## src/rtl/vec_mem_pkg.sv

```systemverilog
// Shared definitions for the vector memory sequencer: default widths,
// derived beat count / counter width, and the sequencer state encoding.
// Optional build macro used by the top: VEC_MEM_BYTE_ADDR_EN (byte-addressed memory).
package vec_mem_pkg;

  localparam int VEC_W_DEF  = 128;
  localparam int WORD_W_DEF = 32;
  localparam int ADDR_W_DEF = 32;

  localparam int N_BEATS = VEC_W_DEF / WORD_W_DEF;
  localparam int BEAT_W  = (N_BEATS > 1) ? $clog2(N_BEATS) : 1;

  typedef enum logic [2:0] {
    IDLE  = 3'd0,
    WRITE = 3'd1,
    READ  = 3'd2,
    DRAIN = 3'd3,
    DONE  = 3'd4
  } vec_state_t;

endpackage

```

## src/rtl/vec_word_packer.sv

```systemverilog
// Purpose : lane-indexed capture register; writes one word into lane wr_idx when wr_en.
// Latency : lane register updates on the next clk edge; vec_nxt_dat shows the merged value now.
// Backpr. : none, a write is always accepted.
// Ports   : clk, rst (sync, active-high, clears all lanes), wr_en/wr_idx/wr_dat write port,
//           vec_nxt_dat = stored lanes with the current write already merged in.
module vec_word_packer #(
  parameter int LANES  = 4,
  parameter int LANE_W = 32,
  parameter int IDX_W  = 2
) (
  input  logic                      clk,
  input  logic                      rst,
  input  logic                      wr_en,
  input  logic [IDX_W-1:0]          wr_idx,
  input  logic [LANE_W-1:0]         wr_dat,
  output logic [LANES*LANE_W-1:0]   vec_nxt_dat
);

  logic [LANES*LANE_W-1:0] lanes_q;
  logic [LANES*LANE_W-1:0] lanes_d;

  always_comb begin
    lanes_d = lanes_q;
    if (wr_en) begin
      lanes_d[int'(wr_idx)*LANE_W +: LANE_W] = wr_dat;
    end
  end

  always_ff @(posedge clk) begin
    if (rst) begin
      lanes_q <= '0;
    end else begin
      lanes_q <= lanes_d;
    end
  end

  // Exposing the merged view lets the owner latch a complete vector in the
  // same cycle the last lane arrives.
  assign vec_nxt_dat = lanes_d;

endmodule

```

## src/rtl/vec_mem_sequencer.sv

```systemverilog
// Purpose : splits one VEC_W ldrv/strv into WORD_W memory beats and reassembles loads.
// Latency : strv stalls N+1 cycles (beats 1..N, DONE N+1); ldrv stalls N+2 (VecRValid at N+2).
// Backpr. : StallVec freezes F/D/E/M for the whole transfer; new requests only taken in IDLE.
// Ports   : clk, rst (sync, active-high); VecReqM/VecWriteM/BaseAddrM/VecWDataM request from M;
//           MemAddr/MemWE/MemWData/MemRData word memory port (read data one cycle late);
//           VecRData/VecRValid assembled load; StallVec, Busy status.
// Build   : define VEC_MEM_BYTE_ADDR_EN for byte-addressed memory (INC = WORD_W/8, base aligned).
module vec_mem_sequencer
  import vec_mem_pkg::*;
#(
  parameter int VEC_W  = VEC_W_DEF,
  parameter int WORD_W = WORD_W_DEF,
  parameter int ADDR_W = ADDR_W_DEF
) (
  input  logic              clk,
  input  logic              rst,
  input  logic              VecReqM,
  input  logic              VecWriteM,
  input  logic [ADDR_W-1:0] BaseAddrM,
  input  logic [VEC_W-1:0]  VecWDataM,
  output logic [ADDR_W-1:0] MemAddr,
  output logic              MemWE,
  output logic [WORD_W-1:0] MemWData,
  input  logic [WORD_W-1:0] MemRData,
  output logic [VEC_W-1:0]  VecRData,
  output logic              VecRValid,
  output logic              StallVec,
  output logic              Busy
);

  localparam int NB = VEC_W / WORD_W;
  localparam int CW = (NB > 1) ? $clog2(NB) : 1;
  localparam logic [CW-1:0] LAST_BEAT = CW'(NB - 1);

`ifdef VEC_MEM_BYTE_ADDR_EN
  localparam int INC = WORD_W / 8;
`else
  localparam int INC = 1;
`endif
  localparam logic [ADDR_W-1:0] ADDR_INC  = ADDR_W'(INC);
  // All ones for word addressing; clears the sub-word bits for byte addressing.
  localparam logic [ADDR_W-1:0] ADDR_MASK = ~(ADDR_W'(INC) - ADDR_W'(1));

  vec_state_t        state_q, state_d;
  logic [CW-1:0]     beat_q, beat_d;
  logic [ADDR_W-1:0] mem_addr_q, mem_addr_d;
  logic              mem_we_q, mem_we_d;
  logic [WORD_W-1:0] mem_wdata_q, mem_wdata_d;
  logic [VEC_W-1:0]  wvec_q, wvec_d;
  logic [VEC_W-1:0]  vec_rdata_q, vec_rdata_d;
  logic              vec_rvalid_q, vec_rvalid_d;

  logic [CW-1:0]     next_beat;
  logic              cap_vld;
  logic [CW-1:0]     cap_idx;
  logic [VEC_W-1:0]  pack_nxt_dat;

  assign next_beat = beat_q + CW'(1);

  // Outputs are registered: each transition computes what the port shows
  // during the following cycle, so beat k appears in the cycle the FSM is in beat k.
  always_comb begin
    state_d      = state_q;
    beat_d       = beat_q;
    mem_addr_d   = '0;
    mem_we_d     = 1'b0;
    mem_wdata_d  = '0;
    wvec_d       = wvec_q;
    vec_rdata_d  = vec_rdata_q;
    vec_rvalid_d = 1'b0;
    cap_vld      = 1'b0;
    cap_idx      = '0;

    case (state_q)
      IDLE: begin
        if (VecReqM) begin
          beat_d     = '0;
          mem_addr_d = BaseAddrM & ADDR_MASK;
          wvec_d     = VecWDataM;
          if (VecWriteM) begin
            state_d     = WRITE;
            mem_we_d    = 1'b1;
            mem_wdata_d = VecWDataM[WORD_W-1:0];
          end else begin
            state_d = READ;
          end
        end
      end
      WRITE: begin
        if (beat_q == LAST_BEAT) begin
          state_d = DONE;
        end else begin
          beat_d      = next_beat;
          mem_addr_d  = mem_addr_q + ADDR_INC;
          mem_we_d    = 1'b1;
          mem_wdata_d = wvec_q[int'(next_beat)*WORD_W +: WORD_W];
        end
      end
      READ: begin
        // Read data trails the address by one cycle, so this cycle's
        // MemRData belongs to the previous beat.
        cap_vld = (beat_q != '0);
        cap_idx = beat_q - CW'(1);
        if (beat_q == LAST_BEAT) begin
          state_d = DRAIN;
        end else begin
          beat_d     = next_beat;
          mem_addr_d = mem_addr_q + ADDR_INC;
        end
      end
      DRAIN: begin
        cap_vld      = 1'b1;
        cap_idx      = LAST_BEAT;
        vec_rdata_d  = pack_nxt_dat;
        vec_rvalid_d = 1'b1;
        state_d      = DONE;
      end
      DONE: begin
        // M still holds the finished instruction here, so VecReqM is ignored.
        state_d = IDLE;
      end
      default: begin
        state_d = IDLE;
      end
    endcase
  end

  always_ff @(posedge clk) begin
    if (rst) begin
      state_q      <= IDLE;
      beat_q       <= '0;
      mem_addr_q   <= '0;
      mem_we_q     <= 1'b0;
      mem_wdata_q  <= '0;
      wvec_q       <= '0;
      vec_rdata_q  <= '0;
      vec_rvalid_q <= 1'b0;
    end else begin
      state_q      <= state_d;
      beat_q       <= beat_d;
      mem_addr_q   <= mem_addr_d;
      mem_we_q     <= mem_we_d;
      mem_wdata_q  <= mem_wdata_d;
      wvec_q       <= wvec_d;
      vec_rdata_q  <= vec_rdata_d;
      vec_rvalid_q <= vec_rvalid_d;
    end
  end

  // Lanes assemble here; VecRData only takes the full vector at DRAIN so it
  // keeps the previous load's value while a new load is in flight.
  vec_word_packer #(
    .LANES  (NB),
    .LANE_W (WORD_W),
    .IDX_W  (CW)
  ) u_packer (
    .clk         (clk),
    .rst         (rst),
    .wr_en       (cap_vld),
    .wr_idx      (cap_idx),
    .wr_dat      (MemRData),
    .vec_nxt_dat (pack_nxt_dat)
  );

  assign MemAddr   = mem_addr_q;
  assign MemWE     = mem_we_q;
  assign MemWData  = mem_wdata_q;
  assign VecRData  = vec_rdata_q;
  assign VecRValid = vec_rvalid_q;
  assign Busy      = (state_q != IDLE);
  // The IDLE term is combinational so the requesting instruction is held in its first cycle.
  assign StallVec  = ((state_q == IDLE) && VecReqM) || (state_q == WRITE) ||
                     (state_q == READ) || (state_q == DRAIN);

endmodule

```

## config.mk

```make
export PLATFORM = sky130hd
export DESIGN_NAME = vec_mem_sequencer
export DESIGN_NICKNAME = d
export VERILOG_FILES = /design/src/rtl/vec_mem_pkg.sv /design/src/rtl/vec_word_packer.sv /design/src/rtl/vec_mem_sequencer.sv
export SDC_FILE = /design/constraint.sdc
export NUM_CORES = 1
export LEC_CHECK = 0
export ABC_AREA = 1
export CELL_PAD_IN_SITES_DETAIL_PLACEMENT = 0
export CELL_PAD_IN_SITES_GLOBAL_PLACEMENT = 1
export CORE_ASPECT_RATIO = 0.9
export CORE_MARGIN = 10
export CORE_UTILIZATION = 39
export CTS_CLUSTER_DIAMETER = 80
export DETAILED_ROUTE_END_ITERATION = 7
export GPL_TIMING_DRIVEN = 0
export PLACE_DENSITY = 0.85
export SETUP_SLACK_MARGIN = 0.02
export SYNTH_ARGS = -nofsm -noshare
export SYNTH_HDL_FRONTEND = slang
export SYNTH_SLANG_ARGS = --single-unit
export TNS_END_PERCENT = 5
```

## constraint.sdc

```tcl
create_clock -name clk -period 9.2 [get_ports clk]
set_clock_uncertainty 0.05 [all_clocks]
set_input_delay 2.76 -clock clk [delete_from_list [all_inputs] [get_ports clk]]
set_output_delay 2.76 -clock clk [all_outputs]
set_load 0.05 [all_outputs]
```

; Yosys cells after proc, flatten, opt, wreduce, memory -nomap -nowiden
; Cells that the tools add are included.
[totals]
regBits = 455
input_bits = 196
out_inout_bits = 196
word_cells = 60
[classes]
add_sub_neg = 4
n_eq_ne = 8
shifts = 3
n_mux = 24
n_reduce_logical = 12
[ops]
columns = op, n
row1 = 2-to-1 mux 32 bit, 5
row2 = bitwise mux 128 bit, 1
row3 = 2-to-1 mux 128 bit, 1
row4 = one-hot mux 32 bit (2 select lines), 2
row5 = "variable shift 32 x 33 -> 128 bit, first input constant", 1
row6 = indexed part select 128 x 8 -> 32 bit, 1
row7 = indexed part select 32 x 33 -> 128 bit, 1
row8 = negator 7 -> 33 bit, 1
row9 = "adder 32 x 1 -> 32 bit, second input constant", 1
row10 = one-hot mux 3 bit (4 select lines), 1
row11 = 2-to-1 mux 3 bit, 3
row12 = "!= test 2 bit, second input constant", 4
row13 = one-hot mux 2 bit (2 select lines), 2
row14 = "== test 3 x 2 -> 1 bit, second input constant", 2
row15 = 2-to-1 mux 2 bit, 3
row16 = AND reduction 3 bit, 2
row17 = 2-to-1 mux 1 bit, 4
row18 = one-hot mux 1 bit (2 select lines), 2
row19 = nonzero test 2 bit, 2
row20 = "== test 3 x 1 -> 1 bit, second input constant", 1
row21 = zero test 3 bit, 1
row22 = logical OR 1 bit, 3
row23 = nonzero test 3 bit, 1
row24 = "adder 2 x 1 -> 2 bit, second input constant", 1
row25 = other kinds (5), 5

; Longest topological paths before layout
[logic_depth]
depth_word = 6
mapped_depth = 17

; Modules after synthesis
; A second synthesis with hierarchy kept.
[unflattened]
hier_cells = 2830
area_unflattened_um2 = 19336.0
[modules_own_cells]
columns = module, n_inst, cells_each, area_each_um2
row1 = vec_mem_sequencer, 1, 1934, 13651.8
row2 = vec_word_packer, 1, 896, 5684.2

; Least setup slack after synthesis
; OpenSTA, ideal clock, no wires.
[synth_path]
kind = input to output
from = input VecReqM
to = output StallVec
arrival_time_ps = 3769
required_ps = 6390
slack_ps = 2621
path_stages = 6
n_path_buf = 2
path_cell_list = inv_1 > nor2_4 > inv_2 > buf_2 > buf_2 > nand3_1
[synth_via]
elab_chain_len = 4
[synth_lines]
columns = element, line
row1 = from (decl), vec_mem_sequencer.sv:17  ; input logic VecReqM,
row2 = logical AND 1 bit, vec_mem_sequencer.sv:172  ; assign StallVec = ((state_q == IDLE) && VecReqM) || (state_q == WRITE) ||
row3 = logical OR 1 bit (2 in a row), vec_mem_sequencer.sv:172
row4 = logical OR 1 bit, vec_mem_sequencer.sv:173  ; (state_q == READ) || (state_q == DRAIN);
row5 = to (decl), vec_mem_sequencer.sv:27  ; output logic StallVec,
; No other way between the ends.

; Worst setup path after layout
; Same ends and word-level chain as after synthesis.

==> key figures <==
STA
  – Hold violation count in the final report: 0
  – Final-report max-slew violation count: 0
  – Post-layout min period: between 7 and 8 ns
  – Slew HR: 0.4044
  – Final number of setup-violating endpoints: 0
  – Setup repair after global routing missed its margin: false
  – Sum of negative setup slack: 0 ns
  – Crit share post-route: 0.8635
  – Transition at the pin with the smallest max-transition slack: around 0.89 ns
  – Timing-limited maximum frequency: 125.9 MHz
  – Worst hold margin: approximately 0.40 ns

Worst setup path
  – Depth of the worst register-to-register path: 16
  – Register-to-register path setup slack: roughly 3.6 ns
  – Cell-by-cell trace of the critical path: clkdlybuf4s50_1, inv_1, nor2_4, inv_2, buf_2, buf_2, nand3_1, clkdlybuf4s50_1
  – Required time worst endpoint: about 6.4 ns
  – CP endpoint kind: primary output
  – Top fanout value on the critical path: 10
  – Critical Path Start Type: input pin
  – Critical path class: in2out
  – Largest incremental delay on the critical path: roughly 0.90 ns
  – Worst flop-to-flop path startpoint: beat_q[0]
  – Endpoint of the worst-slack reg-to-reg timing path: VecRData[87]
  – Top delay family on crit path: buffers and inverters
  – Highest-delay cell along the critical path: clkdlybuf4s50_1
  – Number of buffer and inverter instances along the worst setup path: 6
  – Arrival time at the worst endpoint: 5.13 ns

CTS
  – Count of hold buffers inserted by post-cts repair: 0
  – Clock tree sinks: 455
  – Longest Clk Path Bufs: 3
  – Max H-tree Level: 2
  – Clock tree from TritonCTS: done
  – Clock latency on the worst-skew pair: 0.60 ns
  – Number of buffers inserted during clock tree synthesis: roughly 50
  – CTS clk-pin slew, worst paths: around 0.06 ns
  – Quantity of gates resized following cts: 0
  – Number of buffers added for setup after CTS: 0
  – Cell at the root of the clock tree: clkbuf_16

Routing
  – Via count: between 15000 and 20000
  – Ratio of routed vias to standard cells: 5.146
  – DRT iter0 DRCs: ~1600
  – # DRC: 0
  – Final ANT Viol Nets: 0
  – WL/cell: roughly 19 um
  – Count of TritonRoute iterations in the first routing pass: 6
  – Final WL: between 70 and 80 mm

Placed design
  – Port buffer count: between 300 and 400
  – Total half-perimeter wirelength after legalization and detailed placement: about 57 mm
  – Placer congestion estimate: approximately 0.94

Logic synthesis
  – Number of flip-flops and latches in the synthesized netlist: around 460
  – Synthesized-area fraction occupied by adder cells: 0.004598
  – Mean instance size in the synthesized netlist: ~7.0 um2
  – Cells after Synth: roughly 2700
  – Mux cell area share after synthesis: 0
  – Area fraction in compound gates after synthesis: 0.1932
  – Synth warn: 0
  – Dominant combinational cell family by area after synthesis: simple AND/OR/NAND/NOR gates
  – Syn_nets: 2914
  – Synth cell types: 36
  – Synth Area in Simple Gates: 0.2107
  – Post-synthesis sequential area ratio: 0.4782
  – Parity-gate share of the synthesized area counting xor and xnor cells: 0.002299
  – Synthesized cell area: about 0.019 mm2

Power and ir drop
  – Pwr Density: 272.8 mW/mm2
  – Leakage power: around 0.011 uW
  – Peak supply drop: 0.1382 mV

Finish
  – Fraction of final layout cells with drive strength greater than 1: 0.04793
  – Area of combinational cells with multiple inputs: roughly 0.008 mm2
  – Fillcell total: between 4000 and 5000
  – Post-layout nets: ~3400
  – Register Area: roughly 0.0091 mm2
  – Post-synthesis to final-layout area growth: 33.19%

Die
  – Floorplan row count: 76
  – Area of the core: between 0.04 and 0.05 mm2
  – Total Die Area: 0.05809 mm2
  – Die extent in y: about 230 um
  – Initial Utilization: 0.3959
  – Io pins: 392
  – Die X-Extent: about 250 um

Global route
  – Global Route Usage Sum: 0.2429
  – Largest net degree at the start of global routing: 14
  – Vias in the first global route: between 15000 and 20000
  – First-pass GRT wire length: roughly 110 mm
  – Number of antenna violations at the first check in global routing: 6
  – Overflow left after global routing: 0

Hold path
  – Hold path start: wvec_q[70]
  – Hold Path Depth: 2
  – Hold endpoint: wvec_q[70]
  – Class of the tightest hold or removal check: reg2reg

Job
  – Number of maximum-capacitance violations: 0

Run status
  – Result of the run: finished, final reports clean
logic make-up (layout without fill, tap and decap cells):
logic type / Yosys count / in the layout
AO/OA/AOI/OAI: 714 / 714
buffers and inverters: 537 / 1018
AND/OR/NAND/NOR: 993 / 993
XOR/XNOR: 5 / 5
other: 0 / 3
adder cells (fa/ha/maj): 7 / 7
flip-flops: 455 / 455
sequential cells by signal, indices dropped and copies added (netlist names):
register and count:
MemWData 32, beat_q 2, VecRValid 1, wvec_q 128, u_packer.lanes_q 128, MemWE 1
VecRData 128, MemAddr 32, state_q 3
power by group:
group          internal [uW]  total, uW  switching, uW
Combinational            707       2440           1730
Sequential              2280       2450            176
Clock                   1160       2030            864
Total                   4150       6920           2780
synthesized netlist by cell type, drive strengths merged:
master,number,area [um2]
a211oi,1,7.510
a21o,2,15.01
a21oi,281,1406
a22oi,3,22.52
a31oi,42,262.8
a32oi,1,8.760
and2,2,12.51
buf,67,346.6
clkbuf,116,436.7
clkinv,3,11.26
dfxtp,455,9109
ha,7,87.58
inv,351,1320
nand2,323,1212
nand3,37,190.2
nand4,68,425.4
nor2,558,2138
nor3,2,15.01
nor3b,1,7.510
o21ai,357,1787
o21bai,1,7.510
o22ai,26,162.7
or2,2,12.51
xnor2,1,8.760
xor2,4,35.03
metal layers:
layer  track usage  routed length, um  up-vias
li1              -                  -     9583
met1        0.3123              31570     9219
met2        0.3883              33130      717
met3       0.06574               6501      124
met4       0.07824               2215        8
met5             0                 42        -
area by class of cell:
type,count,area share
flip-flops and latches,455,0.3590
multi-input cells,1719,0.3084
repair buffers,390,0.1539
clock buffers,76,0.05824
inverters,354,0.05247
plain buffers,183,0.03087
well taps,624,0.03077
clock inverters,15,0.006017
diodes,3,0.0002959
worst max-delay path by stage:
| stage | startpoint | cells after the start | endpoint | slack (ns) |
|---|---|---|---|---|
| 2_1_floorplan | VecReqM | 6 | StallVec | 2.62 |
| 3_3_place_gp | VecReqM | 8 | StallVec | 1.26 |
| 3_5_place_dp | VecReqM | 8 | StallVec | 1.25 |
| 4_1_cts | VecReqM | 8 | StallVec | 1.25 |
| 5_1_grt | VecReqM | 8 | StallVec | 1.19 |
| 6_report | VecReqM | 8 | StallVec | 1.26 |
tightest hold or removal path, delay by kind of cell, from the launching register on:
kind	cells	cell delay, ns
AO/OA/AOI/OAI	1	0.05
buffers and inverters	1	0.05
flip-flops	1	0.31
per-stage QoR:
step	std cells	total power, uW	setup WS, ns	instance area (um2)	util
4_1_cts	3816	6924	1.246	25360	0.5271
6_report	3819	6922	1.256	25370	0.5273
2_1_floorplan	2711	3974	2.621	19050	-
3_3_place_gp	3725	4871	1.256	23730	0.4932
5_1_grt	3818	7256	1.186	25370	0.5272
3_5_place_dp	3725	4899	1.250	23730	0.4932
layout by cell type (no fill, tap or decap), drive strengths merged, types with 3 or more instances in the layout:
master,n
a22oi,3
o22ai,26
nand4,68
a31oi,42
clkbuf,192
dfxtp,455
clkdlybuf4s50,390
inv,354
o21ai,357
diode,3
a21oi,281
ha,7
xor2,4
nand2,323
buf,67
clkinv,11
nor2,558
nand3,37
Power figures use the tool's default switching activity.
